[config.mk]
export PLATFORM = sky130hd
export DESIGN_NAME = mac_vec_pe
export DESIGN_NICKNAME = d
export VERILOG_FILES = /design/src/rtl/cnn_acc_pkg.sv /design/src/rtl/mac_vec_dot.sv /design/src/rtl/mac_vec_pe.sv
export SDC_FILE = /design/constraint.sdc
export NUM_CORES = 1
export LEC_CHECK = 0
export CAP_MARGIN = 40
export CORE_ASPECT_RATIO = 1.4
export CORE_MARGIN = 4
export CORE_UTILIZATION = 29
export CTS_CLUSTER_SIZE = 10
export DETAILED_ROUTE_END_ITERATION = 8
export PLACE_DENSITY = 0.56
export REMOVE_ABC_BUFFERS = 1
export SLEW_MARGIN = 10
export SYNTH_ARGS = -nofsm -noshare
export SYNTH_HDL_FRONTEND = slang
export SYNTH_HIERARCHICAL = 1
export SYNTH_SLANG_ARGS = --single-unit
export TNS_END_PERCENT = 10
[constraint.sdc]
create_clock -name clk -period 12.57 [get_ports clk]
set_clock_uncertainty 0.05 [all_clocks]
set_input_delay 1.8855 -clock clk [delete_from_list [all_inputs] [get_ports clk]]
set_output_delay 1.8855 -clock clk [all_outputs]
set_load 0.02 [all_outputs]
[src/rtl/cnn_acc_pkg.sv]
// Shared definitions for the CNN accelerator PE array: default widths and the
// weight-swap state type.
package cnn_acc_pkg;

  localparam int DEF_LANES      = 4;
  localparam int DEF_A_BITWIDTH = 8;
  localparam int DEF_W_BITWIDTH = 8;
  localparam int DEF_P_BITWIDTH = 24;

  typedef enum logic {
    SWAP_IDLE    = 1'b0,
    SWAP_PENDING = 1'b1
  } swap_state_t;

  function automatic int max_int(input int a, input int b);
    return (a > b) ? a : b;
  endfunction

endpackage

[src/rtl/mac_vec_dot.sv]
// Combinational lane multipliers plus adder tree; each product is formed at
// A_BITWIDTH+W_BITWIDTH bits and sign/zero-extended to SUM_W before summing.
module mac_vec_dot
  import cnn_acc_pkg::*;
#(
  parameter int LANES      = DEF_LANES,
  parameter int A_BITWIDTH = DEF_A_BITWIDTH,
  parameter int W_BITWIDTH = DEF_W_BITWIDTH,
  parameter int SUM_W      = DEF_P_BITWIDTH,
  parameter int SIGNED     = 1
) (
  input  logic        [LANES*A_BITWIDTH-1:0] a_vec,
  input  logic        [LANES*W_BITWIDTH-1:0] w_vec,
  output logic signed [SUM_W-1:0]            dot
);

  localparam int PROD_W = A_BITWIDTH + W_BITWIDTH;

  logic signed [SUM_W-1:0] prod_ext [LANES];

  for (genvar i = 0; i < LANES; i++) begin : g_lane
    logic [A_BITWIDTH-1:0] a_i;
    logic [W_BITWIDTH-1:0] w_i;

    assign a_i = a_vec[i*A_BITWIDTH +: A_BITWIDTH];
    assign w_i = w_vec[i*W_BITWIDTH +: W_BITWIDTH];

    if (SIGNED != 0) begin : g_signed
      logic signed [PROD_W-1:0] a_x;
      logic signed [PROD_W-1:0] w_x;
      logic signed [PROD_W-1:0] prod;
      assign a_x         = PROD_W'($signed(a_i));
      assign w_x         = PROD_W'($signed(w_i));
      assign prod        = a_x * w_x;
      assign prod_ext[i] = SUM_W'(prod);
    end else begin : g_unsigned
      logic [PROD_W-1:0] a_x;
      logic [PROD_W-1:0] w_x;
      logic [PROD_W-1:0] prod;
      assign a_x         = PROD_W'(a_i);
      assign w_x         = PROD_W'(w_i);
      assign prod        = a_x * w_x;
      assign prod_ext[i] = SUM_W'(prod);
    end
  end

  always_comb begin
    dot = '0;
    for (int i = 0; i < LANES; i++) begin
      dot = dot + prod_ext[i];
    end
  end

endmodule

[src/rtl/mac_vec_pe.sv]
// Vector MAC processing element with double-buffered weights and forwarding.
// Define MAC_VEC_PE_SAT_EN to clamp P_out on overflow and enable sat_flag.
module mac_vec_pe
  import cnn_acc_pkg::*;
#(
  parameter int LANES      = DEF_LANES,
  parameter int A_BITWIDTH = DEF_A_BITWIDTH,
  parameter int W_BITWIDTH = DEF_W_BITWIDTH,
  parameter int P_BITWIDTH = DEF_P_BITWIDTH,
  parameter int SIGNED     = 1
) (
  input  logic                        clk,
  input  logic                        rst,
  input  logic                        switch_in,
  output logic                        switch_out,
  input  logic                        W_en,
  input  logic [W_BITWIDTH-1:0]       W_in,
  output logic [W_BITWIDTH-1:0]       W_out,
  output logic                        W_ready,
  input  logic                        A_en,
  input  logic [LANES*A_BITWIDTH-1:0] A_in,
  output logic [LANES*A_BITWIDTH-1:0] A_out,
  output logic                        A_ready,
  input  logic [P_BITWIDTH-1:0]       P_in,
  output logic [P_BITWIDTH-1:0]       P_out,
  output logic                        shadow_full,
  output logic                        sat_flag
);

  localparam int PROD_W = A_BITWIDTH + W_BITWIDTH;
`ifdef MAC_VEC_PE_SAT_EN
  // Headroom so the true sum is exact and overflow can be detected.
  localparam int SUM_W = max_int(P_BITWIDTH, PROD_W) + $clog2(LANES + 1) + 1;
`else
  localparam int SUM_W = max_int(P_BITWIDTH, PROD_W);
`endif
  localparam int CNT_W = (LANES > 1) ? $clog2(LANES) : 1;
  localparam logic [CNT_W-1:0] LAST_LANE = CNT_W'(LANES - 1);

  swap_state_t                   state;
  logic [CNT_W-1:0]              lane_cnt;
  logic [LANES*W_BITWIDTH-1:0]   w_shadow;
  logic [LANES*W_BITWIDTH-1:0]   w_active;
  logic signed [SUM_W-1:0]       dot_sum;
  logic signed [SUM_W-1:0]       p_ext;
  logic signed [SUM_W-1:0]       total;
  logic [P_BITWIDTH-1:0]         p_next;

`ifdef MAC_VEC_PE_SAT_EN
  localparam logic signed [SUM_W-1:0] P_MAX = (SIGNED != 0) ?
    {{(SUM_W-P_BITWIDTH+1){1'b0}}, {(P_BITWIDTH-1){1'b1}}} :
    {{(SUM_W-P_BITWIDTH){1'b0}}, {P_BITWIDTH{1'b1}}};
  localparam logic signed [SUM_W-1:0] P_MIN = (SIGNED != 0) ?
    {{(SUM_W-P_BITWIDTH+1){1'b1}}, {(P_BITWIDTH-1){1'b0}}} :
    {SUM_W{1'b0}};

  function automatic logic ovf_p(input logic signed [SUM_W-1:0] v);
    return (v > P_MAX) || (v < P_MIN);
  endfunction

  function automatic logic [P_BITWIDTH-1:0] clamp_p(input logic signed [SUM_W-1:0] v);
    if (v > P_MAX) return P_MAX[P_BITWIDTH-1:0];
    if (v < P_MIN) return P_MIN[P_BITWIDTH-1:0];
    return v[P_BITWIDTH-1:0];
  endfunction
`endif

  mac_vec_dot #(
    .LANES      (LANES),
    .A_BITWIDTH (A_BITWIDTH),
    .W_BITWIDTH (W_BITWIDTH),
    .SUM_W      (SUM_W),
    .SIGNED     (SIGNED)
  ) u_dot (
    .a_vec (A_in),
    .w_vec (w_active),
    .dot   (dot_sum)
  );

  if (SIGNED != 0) begin : g_pext_s
    assign p_ext = SUM_W'($signed(P_in));
  end else begin : g_pext_u
    assign p_ext = SUM_W'(P_in);
  end

  assign total = p_ext + dot_sum;

`ifdef MAC_VEC_PE_SAT_EN
  assign p_next = clamp_p(total);

  always_ff @(posedge clk or posedge rst) begin
    if (rst) begin
      sat_flag <= 1'b0;
    end else if (A_en && ovf_p(total)) begin
      sat_flag <= 1'b1;
    end
  end
`else
  assign p_next   = total[P_BITWIDTH-1:0];
  assign sat_flag = 1'b0;
`endif

  // Shadow load and swap control; a swap and a shadow write never share an edge
  // because writes require shadow_full=0 and swaps require shadow_full=1.
  always_ff @(posedge clk or posedge rst) begin
    if (rst) begin
      state       <= SWAP_IDLE;
      lane_cnt    <= '0;
      shadow_full <= 1'b0;
      w_shadow    <= '0;
      w_active    <= '0;
      switch_out  <= 1'b0;
    end else begin
      switch_out <= 1'b0;
      if (W_en && !shadow_full) begin
        w_shadow[lane_cnt*W_BITWIDTH +: W_BITWIDTH] <= W_in;
        if (lane_cnt == LAST_LANE) begin
          lane_cnt    <= '0;
          shadow_full <= 1'b1;
        end else begin
          lane_cnt <= lane_cnt + CNT_W'(1);
        end
      end
      case (state)
        SWAP_IDLE: begin
          if (switch_in) begin
            if (shadow_full) begin
              w_active    <= w_shadow;
              shadow_full <= 1'b0;
              switch_out  <= 1'b1;
            end else begin
              state <= SWAP_PENDING;
            end
          end
        end
        SWAP_PENDING: begin
          if (shadow_full) begin
            w_active    <= w_shadow;
            shadow_full <= 1'b0;
            switch_out  <= 1'b1;
            state       <= SWAP_IDLE;
          end
        end
        default: state <= SWAP_IDLE;
      endcase
    end
  end

  // Output stage: one-cycle forwarding of weights and activations plus the MAC result.
  always_ff @(posedge clk or posedge rst) begin
    if (rst) begin
      W_out   <= '0;
      W_ready <= 1'b0;
      A_out   <= '0;
      A_ready <= 1'b0;
      P_out   <= '0;
    end else begin
      W_out   <= W_in;
      W_ready <= W_en;
      A_ready <= A_en;
      if (A_en) begin
        A_out <= A_in;
        P_out <= p_next;
      end
    end
  end

endmodule
==> results of run 1 <==
==> state kept, by name (all words and copies together), names as in the netlist <==
name / count
state: 1
w_active: 32
lane_cnt: 2
switch_out: 1
P_out: 24
w_shadow: 32
A_out: 32
A_ready: 1
shadow_full: 1
W_out: 8
W_ready: 1
==> Yosys cell counts, types with 3 or more instances <==
cell type | count | area [um2]
nor2b_1 | 16 | 100
a21o_1 | 11 | 82.6
o21a_1 | 13 | 97.6
or2_2 | 3 | 18.8
nand4_1 | 3 | 18.8
o21ai_0 | 12 | 60.1
nand2_1 | 122 | 458
nor4b_2 | 3 | 45.0
nand2b_1 | 12 | 75.1
o211ai_1 | 3 | 22.5
and2_1 | 142 | 888
clkbuf_1 | 15 | 56.3
a21oi_1 | 33 | 165
fa_1 | 327 | 6550
a22o_1 | 33 | 289
nand3_1 | 4 | 20.0
o21bai_1 | 3 | 22.5
o31ai_1 | 8 | 60.1
buf_4 | 8 | 60.1
mux2_2 | 76 | 856
inv_1 | 389 | 1460
dfrtp_1 | 135 | 3380
ha_1 | 128 | 1600
a21oi_2 | 3 | 26.3
o21ai_1 | 3 | 15.0
and3_1 | 5 | 31.3
nor2_1 | 24 | 90.1
xor2_1 | 12 | 105
nor3_1 | 7 | 35.0
a211oi_1 | 4 | 30.0
xnor2_1 | 27 | 236
==> layer usage <==
| layer | wire length (um) | GRT usage (%) | vias to the layer above | share of wire (%) |
|---|---|---|---|---|
| li1 | - | - | 5322 | - |
| met3 | 1170 | 2.35 | 63 | 2.6 |
| met1 | 17000 | 16.2 | 5947 | 38 |
| met4 | 1660 | 5.88 | 0 | 3.7 |
| met2 | 25200 | 28.0 | 195 | 56 |
| met5 | 0 | 0 | - | 0 |
==> worst max-delay path: cells and delay by family <==
| family | cells | cell delay, ns |
|---|---|---|
| adder cells (fa/ha/maj) | 10 | 5.06 |
| AND/OR/NAND/NOR | 6 | 1.69 |
| buffers and inverters | 7 | 1.20 |
| AO/OA/AOI/OAI | 5 | 0.79 |
| XOR/XNOR | 1 | 0.24 |
==> metrics by stage <==
step	worst slack, ns	hold slack [ns]	utilization, %	instance area, um2
2_1_floorplan	2.92	0.419	-	17300
3_3_place_gp	1.61	0.415	32.9	19600
3_5_place_dp	1.50	0.420	33.0	19700
4_1_cts	2.02	0.435	34.0	20300
5_1_grt	1.47	0.460	34.0	20300
6_report	2.01	0.428	34.0	20300
==> worst max-delay path by stage <==
| stage | cells past startpoint | startpoint | to | slack [ns] |
|---|---|---|---|---|
| after global routing | 30 | A_in[23] | P_out[21]$_DFFE_PP0P_ | 1.47 |
| after CTS | 29 | A_in[23] | P_out[21]$_DFFE_PP0P_ | 2.02 |
| after detailed placement | 29 | A_in[23] | P_out[21]$_DFFE_PP0P_ | 1.50 |
| after global placement | 29 | A_in[23] | P_out[21]$_DFFE_PP0P_ | 1.61 |
| final | 29 | A_in[23] | P_out[21]$_DFFE_PP0P_ | 2.01 |
| after floorplan | 28 | A_in[23] | P_out[21]$_DFFE_PP0P_ | 2.92 |
==> cell type report <==
type | count | area (um2) | area share (%)
multi-input cells | 1084 | 12500 | 61.5
flip-flops and latches | 135 | 3380 | 16.7
inverters | 389 | 1470 | 7.23
repair buffers | 141 | 1430 | 7.06
well taps | 756 | 946 | 4.67
clock buffers | 19 | 443 | 2.18
clock inverters | 13 | 134 | 0.660
==> placed cells by master (no fill, tap or decap), drive strengths merged, types with 4 or more instances in the layout <==
cell and n:
clkbuf 19, o211ai 5, xnor2 27, and2 142
mux2 77, ha 128, nand4 4, nor3 7
nand3 4, nand2 122, a21oi 37, a22o 33
and3 5, buf 6, dfrtp 135, a211oi 5
xor2 12, nand2b 12, nor2 24, o21a 13
fa 327, o21ai 16, clkdlybuf4s50 135, a21o 12
o21bai 4, o31ai 8, nor2b 16, inv 397
==> cells by family (layout without fill, tap and decap cells) <==
kind of cell	count (synthesis)	count (layout)
multiplexers	78	78
adder cells (fa/ha/maj)	455	455
other	1	1
flip-flops	135	135
XOR/XNOR	39	39
AND/OR/NAND/NOR	351	351
buffers and inverters	415	562
AO/OA/AOI/OAI	160	160
==> results.txt, run 1 <==
Mapped Cells -> 1634
Post-synth ARST share -> 100%
Die span in y -> 298 um
Number of synthesized flops with an enable pin -> 0
Post-route ant nets -> 0
Residual DRC count -> 0
Final worst path period share -> 84.0%
Gr usage total -> 14.7%
Slowest stage cell, crit path -> clkdlybuf4s50_1
Pin count of the biggest net entering global routing -> 67
Register area share after synthesis -> 19.4%
Area of the core -> 0.0597 mm2
Clock sink total -> 135
Achievable Freq -> 94.7 MHz
Total routed wirelength -> 45000 um
Cell Area, Synth -> 0.0174 mm2
Clk buf depth -> 2
Worst hold stages -> 1
First-pass GRT wire length -> 72300 um
Fillers -> 6069
Critical path class -> in -> reg
Simple-gate portion of the synthesized area -> 10.7%
CTS tree -> built
Main combinational cell family by area after synthesis -> adder cells
Crit. End Element -> register
Final min period -> 10.56 ns
Hold Startpoint -> P_out[5]$_DFFE_PP0P_
R2R Path Start -> w_active[16]$_DFFE_PP0P_
WL/cell -> 17.8 um
Total gr overflow -> 0
Delay of the slowest critical-path stage -> 0.72 ns
R2r setup slk -> 3.52 ns
Clock transition at path regs -> 0.07 ns
Max cap viols -> 0
Ant diodes -> 0
Compound-cell area share of the yosys netlist -> 6.98%
CP Max Fanout -> 9
Post-CTS sizing -> 0
# Post-CTS Setup Buffers -> 0
CTS Buf Count -> 17
Vias in the first global route -> 12900
Skew-Pair Late Insertion Delay -> 0.48 ns
Cells on worst reg2reg path -> 28
Post-synthesis adder-cell area fraction -> 46.7%
Synth Area per Inst -> 10.7 um2
Total Nets Final -> 2292
Placed Cells incl. Taps -> 2505
CP Data Required Time -> 12.90 ns
Die width -> 215 um
Drt first-iter violations -> 501
Startpoint class of the critical path -> input pin
Multiplexer share of the synthesized area -> 5.05%
XOR/XNOR Fraction of Synth Area -> 1.96%
Min-Delay Path Class -> reg -> reg
Htree depth -> 4
Initial antenna violation count -> 0
Top FF cell, synth -> dfrtp_1
GP Congestion -> 0.848
Share of cells above drive strength 1 -> 8.03%
Slew Limit Fails -> 0
CTS Root Cell -> clkbuf_16
Critical Path AT -> 10.89 ns
Hold Fails Final Rpt -> 0
Buffers added on ports -> 136
Tightest Pin Transition -> 0.848 ns
Vias per Instance -> 4.54
Area Growth Syn to Fin -> 16.3%
Status -> finished clean
CP dominant cell by count -> fa_1
IO Count -> 138
CTS Hold Bufs -> 0
Endpoints failing setup -> 0
Vias -> 11500
Non-filler cells in the finished layout -> 2537
#FFs+latches synth -> 135
Yosys Warn Count -> 6
R2r endpoint -> P_out[21]$_DFFE_PP0P_
Setup TNS -> 0 ns
Hpwl dp -> 38700 um
Library cells used by synthesis -> 71
Slew margin rel. -> 43.3%
FP Rows -> 106
Hold Path End -> P_out[5]$_DFFE_PP0P_
Starting density of the core -> 29.2%
Unrepaired setup endpoints after global routing -> false
Area of the die -> 0.0642 mm2
DRT Pass-1 Iters -> 5
Power of run 1 is not shown: default switching activity piles up to over one toggle a cycle in this logic, so the estimate is an artifact.
==> run 2: changes to the inputs <==
==> constraint.sdc (replaced) <==
create_clock -name clk -period 10.3 [get_ports clk]
set_clock_uncertainty 0.05 [all_clocks]
set_input_delay 1.545 -clock clk [delete_from_list [all_inputs] [get_ports clk]]
set_output_delay 1.545 -clock clk [all_outputs]
set_load 0.02 [all_outputs]
==> results.txt, run 2 (same netlist as run 1, synthesis figures left out) <==
Skew-Pair Late Insertion Delay -> 0.49 ns (about the same)
Startpoint class of the critical path -> input pin
Status -> finished clean
First-pass GRT wire length -> 74700 um (+3.3%)
Htree depth -> 4 (unchanged)
Setup TNS -> 0 ns (unchanged)
Hold Fails Final Rpt -> 0 (unchanged)
Ant diodes -> 0 (unchanged)
Hpwl dp -> 40200 um (+4.0%)
Endpoints failing setup -> 0 (unchanged)
Area of the die -> 0.0642 mm2 (unchanged)
Crit. End Element -> register
Post-CTS sizing -> 0 (unchanged)
Tightest Pin Transition -> 0.852 ns (+0.00386 ns)
Die span in y -> 298 um (unchanged)
Top flop regs -> A_out x32, w_active x32, w_shadow x32
Final worst path period share -> 94.3%
Achievable Freq -> 103 MHz
Critical Path AT -> 10.04 ns (-0.85 ns)
GP Congestion -> 0.847 (-0.19%)
Total gr overflow -> 0 (unchanged)
Vias per Instance -> 4.56 (+0.38%)
Area of the core -> 0.0597 mm2 (unchanged)
CTS Hold Bufs -> 0 (unchanged)
Starting density of the core -> 29.2% (unchanged)
Total routed wirelength -> 46800 um (+3.8%)
Clock sink total -> 135 (unchanged)
Vias in the first global route -> 13200 (+2.9%)
Gr usage total -> 15.2% (+0.50 points)
Buffers added on ports -> 136 (unchanged)
Slew margin rel. -> 43.0% (-0.26 points)
Unrepaired setup endpoints after global routing -> false
CTS tree -> built
Post-route ant nets -> 0 (unchanged)
Slew Limit Fails -> 0 (unchanged)
Critical path class -> in -> reg
Total Nets Final -> 2325 (+1.4%)
Share of cells above drive strength 1 -> 9.76% (+1.7 points)
Min-Delay Path Class -> reg -> reg
# Post-CTS Setup Buffers -> 0 (unchanged)
FP Rows -> 106 (unchanged)
Residual DRC count -> 0 (unchanged)
CTS Buf Count -> 17 (unchanged)
Most frequent cells in the layout -> inv_1, fa_1, and2_1, dfrtp_1, clkdlybuf4s50_1
DRT Pass-1 Iters -> 5 (unchanged)
CP Max Fanout -> 7 (-2)
Max cap viols -> 0 (unchanged)
Vias -> 11700 (+1.7%)
Final min period -> 9.72 ns
Pin count of the biggest net entering global routing -> 74 (+10%)
Commonest non-fill, non-tap cell in the layout -> inv_1
Drt first-iter violations -> 489 (-2.4%)
IO Count -> 138 (unchanged)
Area Growth Syn to Fin -> 17.7%
Clk buf depth -> 2 (unchanged)
CTS Root Cell -> clkbuf_16
CP Data Required Time -> 10.63 ns (-2.27 ns)
Die width -> 215 um (unchanged)
Clock transition at path regs -> 0.08 ns (about the same)
WL/cell -> 18.2 um (+2.5%)
Initial antenna violation count -> 0 (unchanged)
-- run 2: per-stage QoR --
step           area, um2  hold WS, ns  cells  setup WS, ns  util, %
4_1_cts            20500        0.438   2570         0.573     34.4
3_3_place_gp       19900        0.413   2537        0.0765     33.3
6_report           20500        0.432   2570         0.582     34.4
2_1_floorplan      17300        0.419   1608         0.992        -
3_5_place_dp       19900        0.419   2538        0.0465     33.4
5_1_grt            20500        0.464   2570        0.0713     34.4
-- run 2: path summary, 6_finish.rpt --
path,endpoint,from,depth (start not counted),slack (ns)
max,P_out[22]$_DFFE_PP0P_,A_in[23],27,0.58
min,P_out[5]$_DFFE_PP0P_,P_out[5]$_DFFE_PP0P_,1,0.43
max reg2reg,P_out[21]$_DFFE_PP0P_,w_active[10]$_DFFE_PP0P_,27,1.65
min reg2reg,P_out[5]$_DFFE_PP0P_,P_out[5]$_DFFE_PP0P_,1,0.43
max in group asynchronous,w_shadow[24]$_DFFE_PP0P_,rst,3,7.38
min in group asynchronous,W_out[3]$_DFF_PP0_,rst,2,1.51
-- run 2: layer usage --
layer,track usage (%),vias up,share of wire [%]
met1,16.2,6036,36
met4,5.75,0,3.3
li1,-,5392,-
met2,29.7,230,58
met3,2.35,63,2.7
met5,0,-,0
-- run 2: critical path, stage by stage --
cell and delay, ns:
clkdlybuf4s50_1 0.69, buf_4 0.22, nand2_1 0.10, inv_1 0.14, fa_1 0.49, fa_1 0.62
inv_1 0.11, fa_1 0.56, inv_1 0.07, fa_1 0.56, inv_1 0.08, fa_1 0.51
fa_1 0.54, fa_1 0.55, inv_1 0.05, fa_1 0.55, ha_1 0.38, or3_1 0.32
nand3_1 0.10, o221ai_1 0.13, ha_1 0.46, nand2_1 0.15, o21ai_0 0.37, a211oi_1 0.14
o21ai_0 0.37, o211ai_1 0.12, o311ai_0 0.11
-- run 2: final cells by class --
type / count / area, um2
fillers: 6003 / 39200
clock inverters: 15 / 161
inverters: 389 / 1470
multi-input cells: 1084 / 12500
repair buffers: 174 / 1660
flip-flops and latches: 135 / 3380
well taps: 756 / 946
clock buffers: 17 / 425
Power of run 2 is left out for the same reason.
==> run 3: changes to the inputs <==
--- a/config.mk
+++ b/config.mk
@@ -5,13 +5,14 @@
 export SDC_FILE = /design/constraint.sdc
 export NUM_CORES = 1
 export LEC_CHECK = 0
+export ABC_AREA = 1
 export CAP_MARGIN = 40
 export CORE_ASPECT_RATIO = 1.4
 export CORE_MARGIN = 4
 export CORE_UTILIZATION = 29
 export CTS_CLUSTER_SIZE = 10
 export DETAILED_ROUTE_END_ITERATION = 8
-export PLACE_DENSITY = 0.56
+export PLACE_DENSITY = 0.42
 export REMOVE_ABC_BUFFERS = 1
 export SLEW_MARGIN = 10
 export SYNTH_ARGS = -nofsm -noshare
==> constraint.sdc (replaced) <==
create_clock -name clk -period 11 [get_ports clk]
set_clock_uncertainty 0.05 [all_clocks]
set_input_delay 1.65 -clock clk [delete_from_list [all_inputs] [get_ports clk]]
set_output_delay 1.65 -clock clk [all_outputs]
set_load 0.02 [all_outputs]
==> results.txt, run 3 <==
Htree depth -> 4 (unchanged)
Slew margin rel. -> 50.8% (+7.7 points)
Hold Fails Final Rpt -> 0 (unchanged)
First-pass GRT wire length -> 84900 um (+14%)
WL/cell -> 16.9 um (-6.9%)
Top post-synthesis cells by count -> inv_1, nand2_1, fa_1, dfrtp_1, ha_1
Total gr overflow -> 0 (unchanged)
Post-route ant nets -> 0 (unchanged)
Most numerous cell in the Yosys netlist -> inv_1
Mapped Cells -> 2288 (+40%)
Post-CTS sizing -> 0 (unchanged)
FP Rows -> 109 (+2.8%)
Ranking of synthesized cells by area -> fa_1, dfrtp_1, inv_1, nand2_1, ha_1
Buffers added on ports -> 136 (unchanged)
Register area share after synthesis -> 18.3% (-1.1 points)
Slowest stage cell, crit path -> clkdlybuf4s50_1
Hpwl dp -> 46600 um (+16%)
Clk buf depth -> 2 (unchanged)
#FFs+latches synth -> 135 (unchanged)
CTS Root Cell -> clkbuf_16
Startpoint class of the critical path -> input pin
Final Util -> 33.7% (-0.68 points)
CP dominant cell by count -> fa_1
Clock sink total -> 135 (unchanged)
Min-Delay Path Class -> reg -> reg
Worst hold slack -> 0.422 ns (-0.0103 ns)
Post-synth ARST share -> 100% (unchanged)
Die width -> 222 um (+2.9%)
Worst path buffer plus inverter count -> 8 (+1)
Final worst path period share -> 88.7%
CTS Hold Bufs -> 0 (unchanged)
Area leader, netlist -> fa_1
IO Count -> 138 (unchanged)
Starting density of the core -> 29.3% (+0.10 points)
Tightest Pin Transition -> 0.738 ns (-0.114 ns)
Cell Area, Placed -> 0.0206 mm2 (+3.6%)
Area of the die -> 0.0680 mm2 (+6.0%)
Top delay family on crit path -> adder cells
Ant diodes -> 0 (unchanged)
Initial antenna violation count -> 1 (+1)
Slew Limit Fails -> 0 (unchanged)
Cell Area, Synth -> 0.0185 mm2 (+6.2%)
Total Nets Final -> 2886 (+24%)
CP Max Fanout -> 9 (+2)
Yosys Warn Count -> 6 (unchanged)
Top FF cell, synth -> dfrtp_1
Commonest non-fill, non-tap cell in the layout -> inv_1
Residual DRC count -> 0 (unchanged)
DRT Pass-1 Iters -> 7 (+2)
Top flop regs -> A_out x32, w_active x32, w_shadow x32
Critical Path AT -> 10.08 ns (+0.04 ns)
Library cells used by synthesis -> 36 (-49%)
# Post-CTS Setup Buffers -> 0 (unchanged)
Vias per Instance -> 4.29 (-5.9%)
Vias -> 13800 (+17%)
Number of synthesized flops with an enable pin -> 0 (unchanged)
CTS Buf Count -> 17 (unchanged)
Area of the core -> 0.0631 mm2 (+5.8%)
Total routed wirelength -> 54300 um (+16%)
Max cap viols -> 0 (unchanged)
Skew-Pair Late Insertion Delay -> 0.50 ns (about the same)
Unrepaired setup endpoints after global routing -> false
Fillers -> 6673 (+11%)
Die span in y -> 307 um (+3.0%)
Synth top area share -> 35.4% (-2.2 points)
Final min period -> 9.75 ns
Vias in the first global route -> 15000 (+13%)
Area Growth Syn to Fin -> 14.9%
Pin count of the biggest net entering global routing -> 73 (-1.4%)
GP Congestion -> 0.884 (+4.5%)
Clock transition at path regs -> 0.06 ns (-0.02 ns)
Synth Area per Inst -> 8.09 um2 (-24%)
Drt first-iter violations -> 689 (+41%)
Most frequent cells in the layout -> inv_1, nand2_1, fa_1, dfrtp_1, clkdlybuf4s50_1
Status -> finished clean
Gr usage total -> 16.5% (+1.3 points)
Critical path class -> in -> reg
Achievable Freq -> 103 MHz
CP Data Required Time -> 11.33 ns (+0.70 ns)
Final Instance Area -> 0.0213 mm2 (+3.7%)
Endpoints failing setup -> 0 (unchanged)
CTS tree -> built
Delay of the slowest critical-path stage -> 0.72 ns (+0.03 ns)
Share of cells above drive strength 1 -> 3.49% (-6.3 points)
Crit. End Element -> register
Setup TNS -> 0 ns (unchanged)
-- run 3: cell count changes in the layout (fill, tap and decap cells not counted), sizes merged, moves of 33 or more --
| cell | delta |
|---|---|
| a22o | -33 |
| mux2 | -77 |
| nand2 | +496 |
| inv | +286 |
| nand3 | +57 |
| nor2 | +42 |
| o21ai | +56 |
| and2 | -140 |
-- run 3: through the flow --
stage                     std cells  setup WS [ns]
after global placement         3172          0.794
after detailed placement       3175          0.700
final                          3207           1.25
after CTS                      3207           1.21
after floorplan                2198           2.32
after global routing           3207          0.595
-- run 3: final cells by class --
type	instances	area, um2	share of cell area, %
multi-input cells	1389	12200	57.5
repair buffers	145	1460	6.85
clock inverters	15	204	0.959
flip-flops and latches	135	3380	15.9
clock buffers	17	425	2.00
well taps	832	1040	4.89
inverters	674	2530	11.9
-- run 3: metal layers --
layer,global-route usage [%],vias up,routed length (um)
met1,17.1,6740,19500
met3,2.50,97,1420
li1,-,6665,-
met5,0,-,13
met4,9.11,2,3220
met2,31.7,259,30100
-- run 3: cell families (layout without fill, tap and decap cells) --
logic type      after synthesis  count (layout)  share of synthesized area [%]
simple gates                798             798                           17.7
buf+inv                     764             851                           15.7
fa+ha+maj                   455             455                           44.0
flops                       135             135                           18.3
compound gates              114             114                           3.31
xor+xnor                     21              21                          0.994
other cells                   1               1                         0.0203
-- run 3: worst paths after layout --
path                                       endpoint  depth (start not counted)                startpoint  slack, ns
setup / recovery              P_out[20]$_DFFE_PP0P_                         33                  A_in[23]       1.25
hold / removal                A_out[19]$_DFFE_PP0P_                          2     A_out[19]$_DFFE_PP0P_       0.42
setup reg to reg              P_out[20]$_DFFE_PP0P_                         32  w_active[17]$_DFFE_PP0P_       2.41
hold reg to reg               A_out[19]$_DFFE_PP0P_                          2     A_out[19]$_DFFE_PP0P_       0.42
max in group asynchronous  w_shadow[26]$_DFFE_PP0P_                          4                       rst       8.20
min in group asynchronous        W_out[3]$_DFF_PP0_                          2                       rst       1.60
-- run 3: worst min-delay path: cells and delay by family (launching register included) --
family           cells  cell delay [ns]
flip-flops           1             0.34
AND/OR/NAND/NOR      2             0.10
Power of run 3 is left out for the same reason.
